## config.mk

```make
export PLATFORM = sky130hd
export DESIGN_NAME = ifetch_unit
export DESIGN_NICKNAME = d
export VERILOG_FILES = /design/src/rtl/ifetch_unit_pkg.sv /design/src/rtl/ifetch_skid.sv /design/src/rtl/ifetch_unit.sv
export SDC_FILE = /design/constraint.sdc
export NUM_CORES = 1
export LEC_CHECK = 0
export CAP_MARGIN = 20
export CORE_ASPECT_RATIO = 0.7
export CORE_UTILIZATION = 25
export CTS_BUF_LIST = sky130_fd_sc_hd__clkbuf_8
export DETAILED_ROUTE_END_ITERATION = 10
export PLACE_DENSITY = 0.43
export SLEW_MARGIN = 10
export SYNTH_ARGS = -nofsm -noshare
export SYNTH_HDL_FRONTEND = slang
export SYNTH_SLANG_ARGS = --single-unit
export TNS_END_PERCENT = 50
```

## constraint.sdc

```tcl
create_clock -name clk -period 2.95 [get_ports clk]
set_clock_uncertainty 0.2 [all_clocks]
set_input_delay 0.295 -clock clk [delete_from_list [all_inputs] [get_ports clk]]
set_output_delay 0.295 -clock clk [all_outputs]
set_load 0.05 [all_outputs]
```

## src/rtl/ifetch_unit_pkg.sv

```systemverilog
// ifetch_unit_pkg: fetch-stage state encodings and the NOP used to scrub the IF/ID payload
package ifetch_unit_pkg;
  typedef enum logic [1:0] {
    S_IDLE  = 2'd0,
    S_FETCH = 2'd1,
    S_FULL  = 2'd2,
    S_DRAIN = 2'd3
  } state_t;
  localparam logic [31:0] NOP = 32'h0000_0000;
endpackage

```

## src/rtl/ifetch_skid.sv

```systemverilog
// ifetch_skid: one-entry holding register for an acked fetch that decode could not take yet
module ifetch_skid (
  input  logic        clk,
  input  logic        reset,
  input  logic        i_load,
  input  logic        i_unload,
  input  logic        i_clear,
  input  logic [63:0] i_data,
  output logic        o_valid,
  output logic [63:0] o_data
);
  logic        r_valid;
  logic [63:0] r_data;
  always_ff @(posedge clk) begin
    if (reset || i_clear) begin
      r_valid <= 1'b0;
      r_data  <= '0;
    end else if (i_load) begin
      r_valid <= 1'b1;
      r_data  <= i_data;
    end else if (i_unload) begin
      r_valid <= 1'b0;
    end
  end
  assign o_valid = r_valid;
  assign o_data  = r_data;
endmodule

```

## src/rtl/ifetch_unit.sv

```systemverilog
// ifetch_unit: instruction fetch stage driving the PC enable, the instruction memory port
// and the registered IF/ID payload, with a one-entry skid for decode back-pressure
module ifetch_unit
  import ifetch_unit_pkg::*;
(
  input  logic        clk,
  input  logic        reset,
  input  logic [31:0] i_pc_addr,
  output logic        o_pc_hold,
  output logic        o_imem_req,
  output logic [31:0] o_imem_addr,
  input  logic        i_imem_ack,
  input  logic [31:0] i_imem_rdata,
  input  logic        i_id_stall,
  input  logic        i_flush,
  output logic        o_if_valid,
  output logic [31:0] o_if_instr,
  output logic [31:0] o_if_pc
);
  state_t      r_state, w_next;
  logic        r_if_valid;
  logic [31:0] r_if_instr, r_if_pc, r_drain_addr;
  logic        w_req, w_hold, w_slot_free;
  logic [31:0] w_addr;
  logic        w_out_load, w_out_clear, w_skid_load, w_skid_unload, w_drain_load;
  logic        w_skid_valid;
  logic [63:0] w_skid_data, w_out_data;

  assign w_slot_free = !r_if_valid || !i_id_stall;
  assign w_out_data  = (r_state == S_FULL) ? w_skid_data : {i_imem_rdata, i_pc_addr};

  always_comb begin
    w_next        = r_state;
    w_req         = 1'b0;
    w_addr        = i_pc_addr;
    w_hold        = 1'b1;
    w_out_load    = 1'b0;
    w_out_clear   = 1'b0;
    w_skid_load   = 1'b0;
    w_skid_unload = 1'b0;
    w_drain_load  = 1'b0;
    case (r_state)
      S_IDLE: begin
        w_next      = S_FETCH;
        w_out_clear = r_if_valid && !i_id_stall;
      end
      S_FETCH: begin
        w_req  = 1'b1;
        w_hold = !i_imem_ack;
        if (i_flush) begin
          w_drain_load = !i_imem_ack;
          w_next       = i_imem_ack ? S_FETCH : S_DRAIN;
        end else if (i_imem_ack) begin
          w_out_load  = w_slot_free;
          w_skid_load = !w_slot_free;
          w_next      = w_slot_free ? S_FETCH : S_FULL;
        end else begin
          w_out_clear = r_if_valid && !i_id_stall;
        end
      end
      S_FULL: begin
        w_skid_unload = !i_flush && !i_id_stall && w_skid_valid;
        w_out_load    = w_skid_unload;
        w_next        = (i_flush || !i_id_stall) ? S_FETCH : S_FULL;
      end
      S_DRAIN: begin
        w_req  = 1'b1;
        w_addr = r_drain_addr;
        w_next = i_imem_ack ? S_FETCH : S_DRAIN;
      end
      default: w_next = S_IDLE;
    endcase
    // a redirect always lets the PC take the branch target
    w_hold = w_hold && !i_flush;
  end

  always_ff @(posedge clk) begin
    if (reset) begin
      r_state      <= S_IDLE;
      r_if_valid   <= 1'b0;
      r_if_instr   <= NOP;
      r_if_pc      <= '0;
      r_drain_addr <= '0;
    end else begin
      r_state <= w_next;
      if (w_drain_load) r_drain_addr <= i_pc_addr;
      if (i_flush) begin
        r_if_valid <= 1'b0;
        r_if_instr <= NOP;
      end else if (w_out_load) begin
        r_if_valid            <= 1'b1;
        {r_if_instr, r_if_pc} <= w_out_data;
      end else if (w_out_clear) begin
        r_if_valid <= 1'b0;
      end
    end
  end

  ifetch_skid u_skid (
    .clk     (clk),
    .reset   (reset),
    .i_load  (w_skid_load),
    .i_unload(w_skid_unload),
    .i_clear (i_flush),
    .i_data  ({i_imem_rdata, i_pc_addr}),
    .o_valid (w_skid_valid),
    .o_data  (w_skid_data)
  );

  assign o_imem_req  = w_req && !reset;
  assign o_imem_addr = w_addr;
  assign o_pc_hold   = w_hold || reset;
  assign o_if_valid  = r_if_valid;
  assign o_if_instr  = r_if_instr;
  assign o_if_pc     = r_if_pc;
endmodule

```

# Word-level counts from Yosys, hierarchy flattened
# Index checks and enable logic that the tools add are counted.
[word_totals] reg_bits=164 latchBits=0 mem_bits_rw=0 mem_bits_ro=0 inputBits=69 output_inout_bits=99 word_cells=59 memories=0
[classes] n_addsub=0 n_mul=0 div_mod_pow=0 magnitude_cmp=0 n_eq_ne=4 n_shift=0 muxes=26 bitwise_logic=1 reduce_logical=21
[ops] operator="64-bit two-way mux" n=1
[ops] operator="32-bit two-way mux" n=1
[ops] operator="1-bit two-way mux" n=16
[ops] operator="2-bit two-way mux" n=5
[ops] operator="2-bit one-hot mux with 4 select lines" n=1
[ops] operator="1-bit logical NOT" n=6
[ops] operator="1-bit logical AND" n=5
[ops] operator="2-bit equality test, second input constant" n=2
[ops] operator="1-bit logical OR" n=4
[ops] operator="1-bit one-hot mux with 2 select lines" n=2
[ops] operator="2-bit nonzero test" n=2
[ops] operator="2-bit OR reduction" n=2
[ops] operator="3-bit != test, second input constant" n=1
[ops] operator="2-bit by 1-bit equality test with 1-bit output, second input constant" n=1
[ops] operator="2-bit logical NOT" n=1
[ops] operator="2-bit AND reduction" n=1
[ops] operator="1-bit inverter" n=1

# Depth between registers and ports, before layout
# Gate-level depths: netlist of run 1.
[logic_depth] depth_word=7 ltp_mapped=8 depth_no_buf=5

# Modules after synthesis
# From an unflattened synthesis of run 1, not the netlist that was laid out.
[unflattened] cells_unflattened=772 area_unflattened_um2=7521.0
[modules_own_cells] module="ifetch_unit" instances=1 cells_per_inst=561 area_each_um2=5202.5 seq_area_each_um2=1981.9
[modules_own_cells] module="ifetch_skid" instances=1 cells_per_inst=211 area_each_um2=2318.5 seq_area_each_um2=1301.2

# Worst setup path after synthesis of run 1
# No wires, ideal clock.
[synth_timing] kind="reg2out" from="register r_state[0]" to="output o_imem_req" arrival_time_ps=1828 required_ps=2455 setup_slack_ps=627 stages_incl_launch_ff=6 path_buffers=2 cell_sequence="dfxtp_1 > ha_1 > clkbuf_1 > buf_1 > nor2_1 > nor2_1"
[synth_between] elab_chain_len=4 elab_cells_between_ends=5 classes_between="2 x eq/ne; 1 x mux; 2 x reduce/logical"
[synth_rtl] item="start: declaration" line_no="ifetch_unit.sv:20" rtl="state_t r_state, w_next;"
[synth_rtl] item="start signal: assignment" line_no="ifetch_unit.sv:85" rtl="r_state <= w_next;"
[synth_rtl] item="2-bit by 1-bit equality test with 1-bit output / 2-bit equality test (equally long branches)" line_no="ifetch_unit.sv:42" rtl="case (r_state)"
[synth_rtl] item="2-bit OR reduction (no line) *"
[synth_rtl] item="1-bit two-way mux *" line_no="ifetch_unit.sv:42"
[synth_rtl] item="1-bit logical AND *" line_no="ifetch_unit.sv:110" rtl="assign o_imem_req = w_req && !reset;"
[synth_rtl] item="end: declaration" line_no="ifetch_unit.sv:10" rtl="output logic o_imem_req,"
# Every way passes the cells marked *; elsewhere a longest branch is shown, timed or not.

# Worst setup path after layout of run 1
[layout_timing] from="register r_state[1]" to="output o_pc_hold"
[layout_between] elab_chain_len=4
[layout_rtl] item="2-bit by 1-bit equality test with 1-bit output" line_no="ifetch_unit.sv:42"
[layout_rtl] item="1-bit two-way mux" line_no="ifetch_unit.sv:42"
[layout_rtl] item="1-bit logical AND" line_no="ifetch_unit.sv:74" rtl="w_hold = w_hold && !i_flush;"
[layout_rtl] item="1-bit logical OR" line_no="ifetch_unit.sv:112" rtl="assign o_pc_hold = w_hold || reset;"
[layout_rtl] item="end: declaration" line_no="ifetch_unit.sv:9" rtl="output logic o_pc_hold,"
# Every way passes these cells.

==> results of run 1 <==
## cells by family (layout without fill, tap and decap cells)
group	Yosys count	in the layout	synth area share
mux	160	160	0.235
flops	164	164	0.432
simple gates	274	274	0.162
compound gates	173	173	0.117
fa+ha+maj	4	4	0.00659
other cells	0	1	0
buf+inv	86	225	0.0474
## registers in the layout (all words and copies together) (netlist names)
register / count
u_skid.o_valid: 1
o_if_pc: 32
r_drain_addr: 32
u_skid.o_data: 64
o_if_valid: 1
r_state: 2
o_if_instr: 32
## layer usage
metal  part of all wire  up-vias  GRT usage  wire [um]
li1                   -     3212          -          -
met1               0.49     3044      0.209      11300
met2               0.45      141      0.231      10300
met3              0.055       18     0.0429       1260
met4             0.0095        2     0.0401        219
met5            0.00048        -          0         11
## what timing repair did
action,CTS,global route
setup endpoints to repair,1,0
hold buffers,0,0
gates resized for setup,1,0
## final cells by class
cell class | count | share of cell area
repair buffers | 188 | 0.181
flip-flops and latches | 164 | 0.329
diodes | 1 | 0.000250
inverters | 5 | 0.00188
clock buffers | 20 | 0.0275
clock inverters | 12 | 0.0123
well taps | 405 | 0.0507
multi-input cells | 611 | 0.398
## worst reg2reg max path, cell delays in order, from the launching register on
cell and delay, ns:
dfxtp_1 0.36, inv_1 0.11, ha_1 0.40, nand3b_1 0.13
a2111o_2 0.51, buf_12 0.23, mux2_4 0.36
## worst max path at each step
stage	end	slack, ns	cells after the start
finish	o_pc_hold	0.26	5
global route	o_pc_hold	0.09	5
CTS	o_pc_hold	0.20	5
detailed placement	o_pc_hold	0.39	4
global placement	o_pc_hold	0.41	4
floorplan	o_imem_req	0.63	5
## power by group through the flow
stage          sequential [uW]  combinational (uW)  clock [uW]
2_1_floorplan             2330                 328           0
3_3_place_gp              2300                 621           0
3_5_place_dp              2300                 618           0
4_1_cts                   2250                 621        1770
5_1_grt                   2260                 657        1850
6_report                  2250                 610        1680
## through the flow
step	cells	cell area [um2]	total power, uW	util	worst slack (ns)
floorplan	861	7600	2660	-	0.627
finish	1406	9990	4540	0.340	0.258
detailed placement	1373	9590	2920	0.326	0.387
global route	1405	9990	4760	0.340	0.0938
global placement	1373	9590	2930	0.326	0.411
CTS	1405	9990	4650	0.340	0.199
## synth_stat cells
cell type,count,area (um2)
dfxtp_1,164,3280
nand2_1,130,488
a21oi_1,100,500
mux2_2,79,890
o21ai_0,66,330
mux2i_1,64,641
nand3_1,64,320
clkbuf_1,56,210
nor2_1,37,139
nor2b_1,32,200
mux2_4,17,255
buf_2,12,60.1
buf_1,10,37.5
inv_1,5,18.8
ha_1,4,50.1
buf_6,3,33.8
nand3b_1,3,22.5
or2_2,2,12.5
a2111o_1,1,11.3
a211oi_1,1,7.51
a22oi_1,1,7.51
a311oi_1,1,8.76
a31o_2,1,8.76
a31oi_1,1,6.26
and3b_1,1,8.76
and4b_1,1,10.0
nand2b_1,1,6.26
nand4b_1,1,8.76
nor3_1,1,5.00
o22ai_1,1,6.26
or3b_2,1,8.76
==> results.cfg, run 1 <==
[status]
status = finished clean

[cells_and_area]
layout-drive-gt1-share = 0.194
filler_cell_count = 3117
final_common_cell = dfxtp_1
seq_area_mm2 = 0.00328
synthToLayoutAreaGrowth_pct = 31.6
final_cell_mix = dfxtp_1 (163), clkdlybuf4s50_1 (132), nand2_1 (130)
multi_input_area_mm2 = 0.00398
nNetsFinal = 1060

[grt]
first_global_vias = 6406
grt_use_total = 0.152
grt_pass1_wl_um = 36600
antenna_found_initial = 2
grt.overflow.total = 0
grt_max_degree = 68

[drt]
vias = 6417
final_antenna_net_count = 0
drc_errors = 0
viasPerCell = 4.56
wl_per_cell_um = 16.4
drt_iter0_drc = 329
dr.pass1.iters = 4
drt_wl_total_um = 23100

[place]
dp_hpwl_um = 14800
port_buffers = 167
routabilityCongestion = 0.717

[sta]
rsz0062_at_grt = no
finalSetupViolCount = 0
timing.final.crit_period_ns = 2.69
period_share = 0.913
worstMarginPinSlew_ns = 0.776
final_hold_viol_count = 0
slew_headroom = 0.483
holdWs_ns = 0.0562
fmax_mhz = 371
drv_slew = 0
tns_ns = 0

[cts]
postCtsSetupRepairBufs = 0
cts-root-buf = clkbuf_8
cts_tree = built
cts_buffers = 17
path_clk_slew_ns = 0.09
insertion_delay_ns = 0.47
clkSinkCount = 164
htree_levels = 4
max-clock-path-buffers = 2

[logic_synthesis]
yosys_register_bits = 164
yosys_warnings = 0
synth.yosys.seq_area_share = 0.432
synth.avg_cell_area_um2 = 8.82
synth_area_mm2 = 0.00760
syn_inst = 861
ys_types = 31
syn_nets = 934

[critical_path]
r2r_end = o_if_pc[5]
reg2reg_slack_ns = 0.53
end_kind = primary output
crit_required_ns = 2.46
crit_slowest_cell = dlygate4sd2_1
path_delay_family = buffers and inverters
cp_cell_sequence = inv_1 -> ha_1 -> a21oi_1 -> or2_2 -> dlygate4sd2_1
path_class = reg2out
worst-path-buf-inv = 2
worst-r2r-cell-count = 6
crit_path_start_kind = flip-flop
r2r-start = r_state[1]
critPathMaxFanout = 13
cp.arrival_ns = 2.20
setup.worst_path.start = r_state[1]
max_stage_delay_ns = 0.45

[worst_hold_path]
hold_start = reset
hp-class = in2reg
hold_depth = 3
hold_path_end = o_if_pc[16]

[power]
ir_worst_vdd_uv = 241
leakage_uw = 0.00358
swShare = 0.289
power_frac_clock = 0.369
power_frac_seq = 0.496
p_switching_uw = 1310
power.internal_uw = 3230
p_comb_frac = 0.134
p_per_area_mw_per_mm2 = 454

[floorplanning]
die_x_um = 210
core_mm2 = 0.0294
io_pins = 168
die_area_mm2 = 0.0311
floorplan.initialDensity = 0.258
row_count = 52
die_h_um = 148

[job]
maxCapViolations = 0
No activity file was read; power rests on OpenSTA's default activity.
==> inputs of run 2 (changes only) <==
--- a/config.mk
+++ b/config.mk
@@ -7,10 +7,12 @@
 export LEC_CHECK = 0
 export CAP_MARGIN = 20
 export CORE_ASPECT_RATIO = 0.7
+export CORE_MARGIN = 2
 export CORE_UTILIZATION = 25
 export CTS_BUF_LIST = sky130_fd_sc_hd__clkbuf_8
 export DETAILED_ROUTE_END_ITERATION = 10
 export PLACE_DENSITY = 0.43
+export REMOVE_ABC_BUFFERS = 1
 export SLEW_MARGIN = 10
 export SYNTH_ARGS = -nofsm -noshare
 export SYNTH_HDL_FRONTEND = slang
==> results.cfg, run 2 (synthesis results as in run 1) <==
[worst_hold_path]
hp-class = in2reg
hold_start = i_imem_rdata[18]

[critical_path]
critPathMaxFanout = 13
crit_slowest_cell = ha_1
cp_cell_sequence = inv_1 -> ha_1 -> a21oi_1 -> or2_2 -> dlygate4sd2_1
path_class = reg2out
crit_path_start_kind = flip-flop
crit_required_ns = 2.46
setup.worst_path.start = r_state[1]
cp.arrival_ns = 2.17
r2r-start = r_state[1]
max_stage_delay_ns = 0.43
end_kind = primary output

[place]
port_buffers = 167
dp_hpwl_um = 14400
dp_slack_ns = 0.334
routabilityCongestion = 0.670

[floorplanning]
floorplan.initialDensity = 0.253
row_count = 53
die_x_um = 212
die_h_um = 150
die_area_mm2 = 0.0318
core_mm2 = 0.0300
io_pins = 168

[drt]
dr.pass1.iters = 7
drt_iter0_drc = 407
vias = 6396
drt_wl_total_um = 23900
viasPerCell = 4.52
final_antenna_net_count = 0
drc_errors = 0
wl_per_cell_um = 16.9

[sta]
timing.final.crit_period_ns = 2.67
final_hold_viol_count = 0
slew_headroom = 0.598
period_share = 0.904
drv_slew = 0
fmax_mhz = 375
setup_ws_ns = 0.282
finalSetupViolCount = 0
rsz0062_at_grt = no
worstMarginPinSlew_ns = 0.604
tns_ns = 0

[grt]
use_met2 = 0.243
grt.overflow.total = 0
grt_use_total = 0.154
grtUsageMet3 = 0.0399
grt_pass1_wl_um = 37600
antenna_found_initial = 0
first_global_vias = 6343
top_usage_layer = met2
grtUsageMet1 = 0.211
grt_max_degree = 68

[cells_and_area]
final_util = 0.338
insertedDiodeCount = 0
nNetsFinal = 1064
largest_reg_flops = 64
layout-drive-gt1-share = 0.162
synthToLayoutAreaGrowth_pct = 33.2
final_common_cell = dfxtp_1
final_cell_mix = dfxtp_1 (163), clkdlybuf4s50_1 (132), nand2_1 (130)

[status]
status = finished clean

[cts]
path_clk_slew_ns = 0.09
insertion_delay_ns = 0.46
cts_buffers = 17
cts_tree = built
max-clock-path-buffers = 2
clkSinkCount = 164
htree_levels = 4
cts-root-buf = clkbuf_8

[power]
p_per_area_mw_per_mm2 = 461
leakage_uw = 0.00368
ir_worst_vdd_uv = 242

[job]
maxCapViolations = 0
## run 2: timing repair
item / CTS / global route
hold buffers: 1 / 0
gates resized for setup: 28 / 5
pin swaps: 0 / 0
buffers inserted: 0 / 0
setup endpoints to repair: 28 / 5
endpoints found under the hold margin: 3 / 0
## run 2: cell type report
type | instances | area (um2)
fill | 3152 | 19900
multi-input combinational | 611 | 3980
sequential | 164 | 3290
timing repair buffer | 192 | 1900
tap | 412 | 515
clock buffer | 19 | 262
clock inverter | 11 | 161
inverter | 5 | 18.8
## run 2: metrics by stage
| step | hold WS (ns) | instances | total power, uW | area [um2] |
|---|---|---|---|---|
| after floorplan | 0.164 | 780 | 2630 | 7250 |
| after global placement | 0.240 | 1383 | 2940 | 9710 |
| after detailed placement | 0.246 | 1383 | 2930 | 9710 |
| after CTS | 0.204 | 1414 | 4770 | 10100 |
| after global routing | 0.212 | 1414 | 4900 | 10100 |
| final | 0.243 | 1414 | 4670 | 10100 |
## run 2: path summary, 6_finish.rpt
path	end	slack (ns)	cells after the start
worst min register to register	r_drain_addr[12]	0.26	2
worst max-delay path	o_pc_hold	0.28	5
worst min-delay path	u_skid.o_data[50]	0.24	3
worst max register to register	o_if_instr[21]	0.40	7
## run 2: critical path: cells and delay by family (launching register included)
| family | cells | cell delay, ns |
|---|---|---|
| buf+inv | 2 | 0.54 |
| simple gates | 1 | 0.28 |
| compound gates | 1 | 0.12 |
| flops | 1 | 0.36 |
| fa+ha+maj | 1 | 0.43 |
## run 2: where the power goes
part	total, uW	switching [uW]	internal (uW)
Sequential	2250	14.2	2240
Combinational	607	369	239
Clock	1810	859	951
Total	4670	1240	3430
## run 2: layer usage
layer	vias to the layer above	routed length [um]	part of all wire
met3	10	1290	0.054
met5	-	0	0
met1	3040	11900	0.50
li1	3216	-	-
met4	0	180	0.0075
met2	130	10500	0.44
==> RTL edit: new RTL, flow settings as in run 2 <==
Encoding of `state_t`: now Gray code (2 bits for 4 states).
--- a/src/rtl/ifetch_unit_pkg.sv
+++ b/src/rtl/ifetch_unit_pkg.sv
@@ -3,6 +3,6 @@
   typedef enum logic [1:0] {
-    S_IDLE  = 2'd0,
-    S_FETCH = 2'd1,
-    S_FULL  = 2'd2,
-    S_DRAIN = 2'd3
+    S_IDLE  = 2'b00,
+    S_FETCH = 2'b01,
+    S_FULL  = 2'b11,
+    S_DRAIN = 2'b10
   } state_t;
Behaviour: no difference found for any inputs over 4 cycles, from zero or initial values and one cycle with reset high; so few cycles prove little.
==> RTL edit against run 2 <==
Fmax down 5.9%. Largest power group unchanged. Clock power down 10%. Area after synthesis down 1.7%. Power down 1.4%. Sequential cell count unchanged. Count of clock-buffer cells in the layout down 1. Sequential share of layout area up 0.46 points. Routed wire length down 8.6%. Cell area down 1.5%. Setup slack worse by 0.17 ns. Global-route usage down 1.2 points. Core utilization up 0.44 points.
==> RTL edit: results (changes against run 2) <==
| Metric | Value |
|---|---|
| Clock latency on the worst-skew pair | `0.47 ns` |
| GR Util met3 | `0.0397 (was 0.0399)` |
| Clock buffer depth | `2 (unchanged)` |
| Initial antenna violation count | `1 (was 0)` |
| HP Class | `primary input to register (unchanged)` |
| Routing usage on met1 | `0.200 (was 0.211)` |
| Main synth FF type | `dfxtp_1 (unchanged)` |
| Status | `finished, final reports clean (unchanged)` |
| Register area share after synthesis | `0.440 (was 0.432)` |
| Crit path max fanout | `11 (was 13)` |
| GP Congestion | `0.692 (was 0.670)` |
| Total Routing Usage GR | `0.142 (was 0.154)` |
| Initial DRC count | `202 (was 407)` |
| Global-route wire length before repair | `33700 um (was 37600 um)` |
| Crit path DAT | `2.34 ns (was 2.17 ns)` |
| Max reg flops | `64 (unchanged)` |
| WL/cell | `15.8 um (was 16.9 um)` |
| Pre-CTS WS | `0.232 ns (was 0.334 ns)` |
| Share of layout cells above drive strength 1 | `0.163 (was 0.162)` |
| Fraction of synthesized cell area in xor and xnor cells | `0 (unchanged)` |
| Synth unique cells | `32 (was 31)` |
| CTS buffer count | `17 (unchanged)` |
| Peak supply drop | `256 uV (was 242 uV)` |
| CTS clk-pin slew, worst paths | `0.10 ns` |
| Pleak | `3.68 nW (about the same)` |
| Number of global-route vias before repair | `5750 (was 6343)` |
| Normalized max-slew margin | `0.597 (was 0.598)` |
| Pin count of the biggest net entering global routing | `67 (was 68)` |
| GR met2 Demand/Resource | `0.208 (was 0.243)` |
| H-tree depth | `4 (unchanged)` |
| Number of synthesis warnings | `0 (unchanged)` |
| Area share of fa/ha/maj cells after synthesis | `0.00670 (was 0.00659)` |
| Detailed Routing Iterations Pass 1 | `4 (was 7)` |
| Post-DP HPWL | `14100 um (was 14400 um)` |
| Most common library cells after synthesis | `nand2_1 (258), dfxtp_1 (164), a21oi_1 (99) (was dfxtp_1 (164), nand2_1 (130), a21oi_1 (100))` |
| Post-CTS setup buffers | `0 (unchanged)` |
| Layout Nets | `1062 (was 1064)` |
| Number of fill cells | `3027 (was 3152)` |
| Root Buffer | `clkbuf_8 (unchanged)` |
| Via/cell ratio | `4.35 (was 4.52)` |
| Synth Area in Compound Gates | `0.0776 (was 0.117)` |
| Mux cell area share after synthesis | `0.240 (was 0.235)` |
| Asr flop ratio synth | `0 (unchanged)` |
| Final Hold Viols | `0 (unchanged)` |
| Synth area leaders | `dfxtp_1 (44%), nand2_1 (13%), mux2_2 (12%) (was dfxtp_1 (43%), mux2_2 (12%), mux2i_1 (8.4%))` |
| I/O Buffers | `167 (unchanged)` |
[RTL edit: cell types whose count changed in the layout (fill, tap and decap cells not counted), moves of 3 or more]
cell / run 2 / this run
nor2_1: 36 / 32
bufinv_16: 4 / 1
nand3_1: 64 / 0
buf_12: 5 / 9
o21ai_0: 66 / 2
nand2_1: 130 / 258
clkinv_4: 1 / 4
dlygate4sd2_1: 28 / 23
buf_4: 21 / 16
inv_6: 0 / 3
[RTL edit: cells by family (layout without fill, tap and decap cells)]
| logic type | after synthesis | count (layout) |
|---|---|---|
| flip-flops | 164 | 164 |
| adder cells (fa/ha/maj) | 4 | 4 |
| multiplexers | 161 | 161 |
| AND/OR/NAND/NOR | 337 | 337 |
| buffers and inverters | 72 | 228 |
| AO/OA/AOI/OAI | 108 | 108 |
| other | 0 | 1 |
[RTL edit: critical path, stage by stage, from the launching register on]
cell	delay (ns)
dfxtp_1	0.36
inv_1	0.15
ha_4	0.29
mux2_2	0.36
clkdlybuf4s50_1	0.70
[RTL edit: final cells by class]
type / count / area (sq um) / share of cell area
multi-input combinational: 610 / 3870 / 0.388
sequential: 164 / 3280 / 0.329
timing repair buffer: 190 / 1940 / 0.195
tap: 378 / 473 / 0.0474
clock buffer: 18 / 248 / 0.0249
clock inverter: 14 / 130 / 0.0131
inverter: 6 / 22.5 / 0.00226
antenna: 1 / 2.50 / 0.000251
[RTL edit: timing repair]
item	4_1_cts	5_1_grt
hold endpoints to repair	4	0
resized for setup	24	7
hold buffers	1	0
endpoints found under the setup margin	31	7
[RTL edit: per-stage QoR]
step                cells  setup TNS, ns  total power [mW]   util  area [sq um]
floorplan             780         -79.16              2.72      -          7140
global placement     1347              0              3.06  0.329          9580
detailed placement   1347              0              3.06  0.329          9580
CTS                  1380              0              4.71  0.341          9950
global route         1380              0              4.84  0.342          9970
finish               1381              0              4.61  0.342          9970
[RTL edit: where the power goes]
group,switching (mW),internal (mW),total [mW]
clock network,0.925,0.697,1.62
logic,0.419,0.292,0.712
registers,0.0211,2.25,2.27
total,1.37,3.24,4.61
[RTL edit: path summary, 6_finish.rpt]
path / start / to / slack, ns / cells after the start
max: r_state[0]$_SDFFE_PP0P_ / o_imem_addr[13] / 0.12 / 4
max reg2reg: r_state[1]$_SDFFE_PP0P_ / o_if_pc[22]$_SDFFE_PP0P_ / 0.51 / 6
min reg2reg: u_skid.o_data[51]$_SDFFE_PP0P_ / u_skid.o_data[51]$_SDFFE_PP0P_ / 0.25 / 2
min: i_imem_rdata[4] / u_skid.o_data[36]$_SDFFE_PP0P_ / 0.19 / 3
[RTL edit: per-layer routing]
layer	wire length, um	up-vias
li1	-	3090
met1	11200	2798
met2	9240	111
met3	1100	14
met4	243	0
met5	0	-
